$ cat config.mk
export PLATFORM = sky130hd
export DESIGN_NAME = prog_rom_loadable
export DESIGN_NICKNAME = d
export VERILOG_FILES = /design/src/rtl/prog_rom_loadable.sv
export SDC_FILE = /design/constraint.sdc
export NUM_CORES = 2
export LEC_CHECK = 0
export CAP_MARGIN = 20
export CORE_MARGIN = 2
export CORE_UTILIZATION = 65
export CTS_BUF_LIST = sky130_fd_sc_hd__clkbuf_8
export CTS_CLUSTER_SIZE = 28
export DETAILED_ROUTE_END_ITERATION = 10
export PLACE_DENSITY = 0.83
export RECOVER_POWER = 25
export REMOVE_ABC_BUFFERS = 1
export SYNTH_ARGS = -nofsm -noshare
export SYNTH_HDL_FRONTEND = slang
export SYNTH_SLANG_ARGS = --single-unit
$ cat constraint.sdc
create_clock -name Clock -period 7.2 [get_ports Clock]
set_clock_uncertainty 0.2 [all_clocks]
set_input_delay 0.72 -clock Clock [delete_from_list [all_inputs] [get_ports Clock]]
set_output_delay 0.72 -clock Clock [all_outputs]
set_load 0.02 [all_outputs]
$ cat src/rtl/prog_rom_loadable.sv
// Run-time loadable instruction memory: a loader fills the RAM through a
// valid/ready port, then the fetch side reads it with one cycle of latency.
module prog_rom_loadable #(
    parameter int ADDR_WIDTH = 16,
    parameter int DATA_WIDTH = 28,
    parameter int DEPTH      = 64,
    parameter logic [DATA_WIDTH-1:0] DEFAULT_WORD = 'h00000AA
) (
    input  logic                  Clock,
    input  logic                  Reset,
    input  logic                  iFetch,
    input  logic [ADDR_WIDTH-1:0] iAddress,
    output logic [DATA_WIDTH-1:0] oInstruction,
    output logic                  oValid,
    input  logic                  iLoadStart,
    input  logic [ADDR_WIDTH-1:0] iLoadCount,
    input  logic [DATA_WIDTH-1:0] iLoadData,
    input  logic                  iLoadValid,
    output logic                  oLoadReady,
    output logic                  oLoadDone,
    output logic                  oBusy,
    output logic [1:0]            dbg_state
);

    localparam int IDX_W = (DEPTH > 1) ? $clog2(DEPTH) : 1;
    localparam logic [ADDR_WIDTH-1:0] DEPTH_W = ADDR_WIDTH'(DEPTH);
    localparam logic [ADDR_WIDTH-1:0] ONE     = ADDR_WIDTH'(1);

    typedef enum logic [1:0] {
        EMPTY   = 2'd0,
        LOADING = 2'd1,
        READY   = 2'd2
    } state_t;

    state_t                state;
    logic [ADDR_WIDTH-1:0] count;
    logic [ADDR_WIDTH-1:0] wptr;
    logic [ADDR_WIDTH-1:0] length;
    logic [DATA_WIDTH-1:0] mem [DEPTH];

    // Load handshake: a word transfers on any rising edge where iLoadValid and
    // oLoadReady are both high; oLoadReady is high exactly while in LOADING.
    logic write_en;
    assign write_en   = (state == LOADING) && iLoadValid;
    assign oLoadReady = (state == LOADING);
    assign oBusy      = (state == LOADING);
    assign dbg_state  = state;

    // RAM contents are deliberately left out of reset.
    always_ff @(posedge Clock) begin
        if (write_en) begin
            mem[wptr[IDX_W-1:0]] <= iLoadData;
        end
    end

    always_ff @(posedge Clock or negedge Reset) begin
        if (!Reset) begin
            state        <= EMPTY;
            count        <= '0;
            wptr         <= '0;
            length       <= '0;
            oInstruction <= '0;
            oValid       <= 1'b0;
            oLoadDone    <= 1'b0;
        end else begin
            oValid    <= 1'b0;
            oLoadDone <= 1'b0;

            // Fetch uses pre-edge state and length, so a reload start in the
            // same cycle is still served from the old program.
            if (iFetch && state == READY) begin
                oValid       <= 1'b1;
                oInstruction <= (iAddress < length) ? mem[iAddress[IDX_W-1:0]]
                                                    : DEFAULT_WORD;
            end

            case (state)
                EMPTY, READY: begin
                    if (iLoadStart && iLoadCount != '0) begin
                        count  <= (iLoadCount > DEPTH_W) ? DEPTH_W : iLoadCount;
                        length <= '0;
                        wptr   <= '0;
                        state  <= LOADING;
                    end
                end
                LOADING: begin
                    if (iLoadValid) begin
                        if (wptr == count - ONE) begin
                            length    <= count;
                            oLoadDone <= 1'b1;
                            state     <= READY;
                        end else begin
                            wptr <= wptr + ONE;
                        end
                    end
                end
                default: state <= EMPTY;
            endcase
        end
    end

endmodule

# Word-level counts from Yosys, hierarchy flattened
# Memory sizes are Yosys's and may differ from the RTL's.
# Cells that the tools add are included.
# word_totals
reg_bits	80
mem_bits_rw	1792
word_cells	49
n_memories	1
# op_classes
add_sub_neg	2
magnitude_cmp	2
eq_ne	7
n_mux	19
n_reduce_logical	11
# memory_table
memory	depth	word_bits	rd	rd_clocked_by_memory_dff	wr	line	text
mem	64	28	1	0	1	39	logic [DATA_WIDTH-1:0] mem [DEPTH];
# ops
op	n
16-bit two-way mux	6
16-bit one-hot mux with 2 select lines	2
28-bit two-way mux	1
16-bit by 1-bit adder with 16-bit output (second input constant)	1
16-bit == test	1
16-bit by 7-bit greater-than comparator with 1-bit output (second input constant)	1
16-bit less-than comparator	1
16-bit nonzero test	1
16-bit by 1-bit subtractor with 16-bit output (second input constant)	1
4-bit AND reduction	2
1-bit two-way mux	6
2-bit two-way mux	3
2-bit != test (second input constant)	3
2-bit one-hot mux with 2 select lines	1
1-bit logical AND	3
3-bit AND reduction	1
2-bit by 1-bit == test with 1-bit output (second input constant)	1
2-bit == test (second input constant)	1
2-bit logical NOT	1
2-bit by 1-bit != test with 1-bit output (second input constant)	1
2-bit AND reduction	1
2-bit nonzero test	1
2-bit OR reduction	1

# Longest topological paths before layout
# logic_depth
ltp_word	5
ltp_mapped	12

# Worst setup path before layout
# Ideal clock, no wire load.
# synth_path
path_kind	input-to-reg
start	input port iAddress[0]
end	register oInstruction[0]
setup_time_ps	121
t_arrival_ps	3089
required_time_ps	6879
setup_slack_ps	3790
cell_stages	6
n_path_buf	2
path_cell_list	buf_2 buf_1 mux4_2 mux4_2 mux4_2 a22o_1
# synth_via
elab_chain_len	2
elab_cells_between_ends	3
classes_between	1 x order compare; 1 x mux; 1 x memory
# synth_rtl
item	line	text
from (decl)	12	input logic [ADDR_WIDTH-1:0] iAddress,
memory 64 x 28 bit or 16-bit less-than comparator (tied branches)	-	
28-bit two-way mux (*)	73	oInstruction <= (iAddress < length) ? mem[iAddress[IDX_W-1:0]]
to (signal assigned)	73	
to (decl)	13	output logic [DATA_WIDTH-1:0] oInstruction,
# Every way passes the cells marked *; elsewhere a longest branch is shown, timed or not.
# A chain may end at the register's enable or synchronous reset.

# Worst setup path after layout
# layout_path
start	register state[0], in the netlist dbg_state[0]
end	memory mem[45][26] (enable)
# layout_via
elab_chain_len	4
# layout_rtl
item	line	text
from (decl)	35	state_t state;
from (signal assigned)	58	state <= EMPTY;
from (signal assigned)	83	state <= LOADING;
from (signal assigned)	91	state <= READY;
2-bit by 1-bit == test with 1-bit output	44	assign write_en = (state == LOADING) && iLoadValid;
1-bit logical AND	44	
1-bit two-way mux	51	if (write_en) begin
1-bit two-way mux (implied by the code)	52	mem[wptr[IDX_W-1:0]] <= iLoadData;
to (decl)	39	
# Every way passes these cells.

==> results.json <==
{
  "outcome": "complete, but fails checks",
  "violations": "max-capacitance violations, max-slew violations",
  "fin_ws_ns": 2.56,
  "boundaryPins": 99,
  "synthAdderAreaFrac_pct": 0.294,
  "coreArea_um2": 111000,
  "portBuffers": 98,
  "min_from": "iLoadCount[4]",
  "path_cells": "inv_1 -> nor2_1 -> buf_4 -> nand2_1 -> nor2_1 -> nand3_1 -> nor2_4 -> buf_4",
  "route.met3.wl_um": 34500,
  "endpoint_kind": "flop",
  "antenna_found_initial": 15,
  "place_congestion": 0.915,
  "htree_num_levels": 5,
  "synth_area_leader_cell": "edfxtp_1",
  "required_ns": 7.57,
  "vias_per_cell": 7.38,
  "wl_um": 207000,
  "arrival_ns": 5.00,
  "slowest_stage": "nor2_4",
  "powerDensity_nw_per_um2": 271,
  "max-cap-violations": 16,
  "hold_end": "count[4]",
  "finalCriticalPeriod_ns": 4.64,
  "final_nets": 3496,
  "grt_usage_pct": 36.1,
  "worst_pin_slew_ns": 2.69,
  "synth_compound_area_share_pct": 0.865,
  "synth_top_family_by_area": "multiplexers",
  "leakage_nw": 26.0,
  "clkSinkCount": 1872,
  "synth_cells": 3031,
  "seq_area_um2": 55800,
  "hold_class": "in2reg",
  "dr_wl_met2_um": 97000,
  "hpwlAfterDp_um": 112000,
  "ir_worst_vdd_v": 0.000213,
  "synth-seq-cells": 1872,
  "postSynthAreaPerCell_um2": 23.9,
  "final_antenna_net_count": 0,
  "rr_endpoint": "mem[45][26]",
  "drtIter0Drc": 6941,
  "hold_depth": 3,
  "synth_edf_count": 1792,
  "yosysTopAreaCellShare_pct": 74.4,
  "post_cts_buffers": 0,
  "grt_overflow_total": 0,
  "instances_no_fill": 5118,
  "wl_per_cell_um": 40.4,
  "clk_latency_ns": 1.00,
  "dp.cells": 4554,
  "synth_area_um2": 72300,
  "synthToLayoutAreaGrowth_pct": 12.7,
  "synthFlopType": "edfxtp_1",
  "path_delay_family": "simple AND/OR/NAND/NOR gates",
  "num_vias": 37700,
  "yosysSeqAreaShare_pct": 77.2,
  "async_flop_share_pct": 4.27,
  "fill_cells": 5389,
  "synth.mux.area_fraction_pct": 18.6,
  "fp-row-count": 122,
  "hold_viol": 0,
  "grt_pass1_vias": 37800,
  "synth-xor-area-share_pct": 0.315,
  "drive_above_1_share_pct": 31.5,
  "rsz0062_at_grt": "false",
  "finalMaxSlewViolations": 882,
  "chipWidth_um": 337,
  "setup_viol": 0,
  "first_pass_iters": 9,
  "synth.area.top_cells": "edfxtp_1, mux4_2, dfrtp_1",
  "critPathMaxStageDelay_ns": 1.00,
  "topRoutingLayerUsed": "met5",
  "cts_tree": "built",
  "multi_input_area_um2": 16100,
  "grt_max_degree": 105,
  "critPathLaunchType": "flop",
  "place_ws_ns": 2.45,
  "clk_path_buf_depth": 4,
  "ys_warn_count": 0,
  "fmaxAchievable_mhz": 216,
  "drc_errors": 0,
  "crit_type": "reg2reg",
  "grt_pass1_wl_um": 280000,
  "yosysUniqueCellTypes": 58,
  "max_slew_margin_pct": -79.4,
  "die-area_um2": 114000,
  "cts_root_buf": "clkbuf_8",
  "start_util_pct": 65.4,
  "rrSetupSlack_ns": 2.56,
  "synthSimpleGateAreaFrac_pct": 1.55,
  "clk_pin_slew_ns": 0.06,
  "hold_buffers": 2,
  "tns_ns": 0,
  "die_y_um": 337,
  "path_buf_inv": 3,
  "cts_buffers": 291,
  "wl_met1_um": 61400,
  "cts_resized": 0,
  "fin_crit_sh_pct": 64.4,
  "reg2reg_depth": 8,
  "crit_fanout": 26,
  "reg2reg_from": "dbg_state[0]",
  "p_total_w": 0.0221
}
## cell usage in the layout, fill, tap and decap left out, drive strengths merged, types with 7 or more instances in the layout
cell type,count
edfxtp,1792
mux4,588
clkbuf,352
inv,122
buf,117
nor2,93
clkinv,91
dfrtp,80
nand2,64
clkdlybuf4s50,63
a22o,24
dlygate4sd3,24
a21oi,24
xnor2,19
mux2i,19
ha,17
nand3,14
o21ai,12
and2,11
nand4,10
bufinv,8
nor4,8
xor2,7
## synth_stat cells, types with 3 or more instances
cell         n
nand4_1     10
buf_2       28
nor3_1       3
edfxtp_1  1792
xor2_1       7
xnor2_1     19
nor2_1      93
mux4_2     588
and3_1       6
buf_1       28
nand4b_1     3
nor4_1       5
ha_1        17
dfrtp_1     80
a22o_1      24
nand3b_1     5
and2_1      10
buf_4       16
clkbuf_1    79
a21oi_1     23
a21o_1       4
mux2i_1     19
nor2b_1      4
o21ai_0     12
nand2_1     63
nand3_1     14
nand2b_1     6
o211ai_1     3
buf_6        8
inv_1       28
## cell type report
class / instances / share of cell area [%]
multi-input combinational: 972 / 19.8
clock inverter: 198 / 1.27
timing repair buffer: 249 / 2.80
antenna: 4 / 0.0123
inverter: 28 / 0.129
tap: 1488 / 2.29
sequential: 1872 / 68.5
clock buffer: 307 / 5.19
## registers in the layout, summed over array words and instances (netlist names)
signal	count
length	16
dbg_state	2
oValid	1
oLoadDone	1
oInstruction	28
mem	1792
wptr	16
count	16
## worst reg2reg max path: stages (launching register included)
cell and delay [ns]:
dfrtp_1 0.42, inv_1 0.16, nor2_1 0.14, buf_4 0.33
nand2_1 0.21, nor2_1 0.40, nand3_1 0.84, nor2_4 1.01
buf_4 0.51
## stage by stage
step	util, %	cell area (um2)	hold slack (ns)
after floorplan	-	71500	0.224
after global placement	68.4	75600	0.297
after detailed placement	68.4	75600	0.301
after CTS	73.2	80900	0.165
after global routing	73.7	81400	0.202
final	73.7	81500	0.199
## cells by family after synthesis
group                    Yosys count
AND/OR/NAND/NOR                  236
buffers and inverters            187
AO/OA/AOI/OAI                     86
XOR/XNOR                          26
adder cells (fa/ha/maj)           17
flip-flops                      1872
multiplexers                     607
## report_power, final
part | internal (W) | switching (W)
Clock | 0.00423 | 0.00412
Combinational | 0.000570 | 0.000965
Sequential | 0.0121 | 0.0000939
Total | 0.0169 | 0.00518
## per-layer routing
layer | up-vias | global-route usage [%]
li1 | 13800 | -
met1 | 19000 | 45.8
met2 | 4044 | 55.0
met3 | 928 | 13.4
met4 | 22 | 19.5
met5 | - | 0
## worst max path at each step
stage,slack [ns],end,from,depth (start not counted)
after detailed placement,2.45,mem[45][19],iLoadValid,6
after CTS,2.90,mem[45][0],dbg_state[0],8
final,2.56,mem[45][26],dbg_state[0],8
after global routing,2.70,mem[45][22],dbg_state[0],8
after floorplan,2.34,length[0],iLoadCount[12],5
after global placement,2.77,mem[45][19],iLoadValid,6
Power figures use the tool's default switching activity.
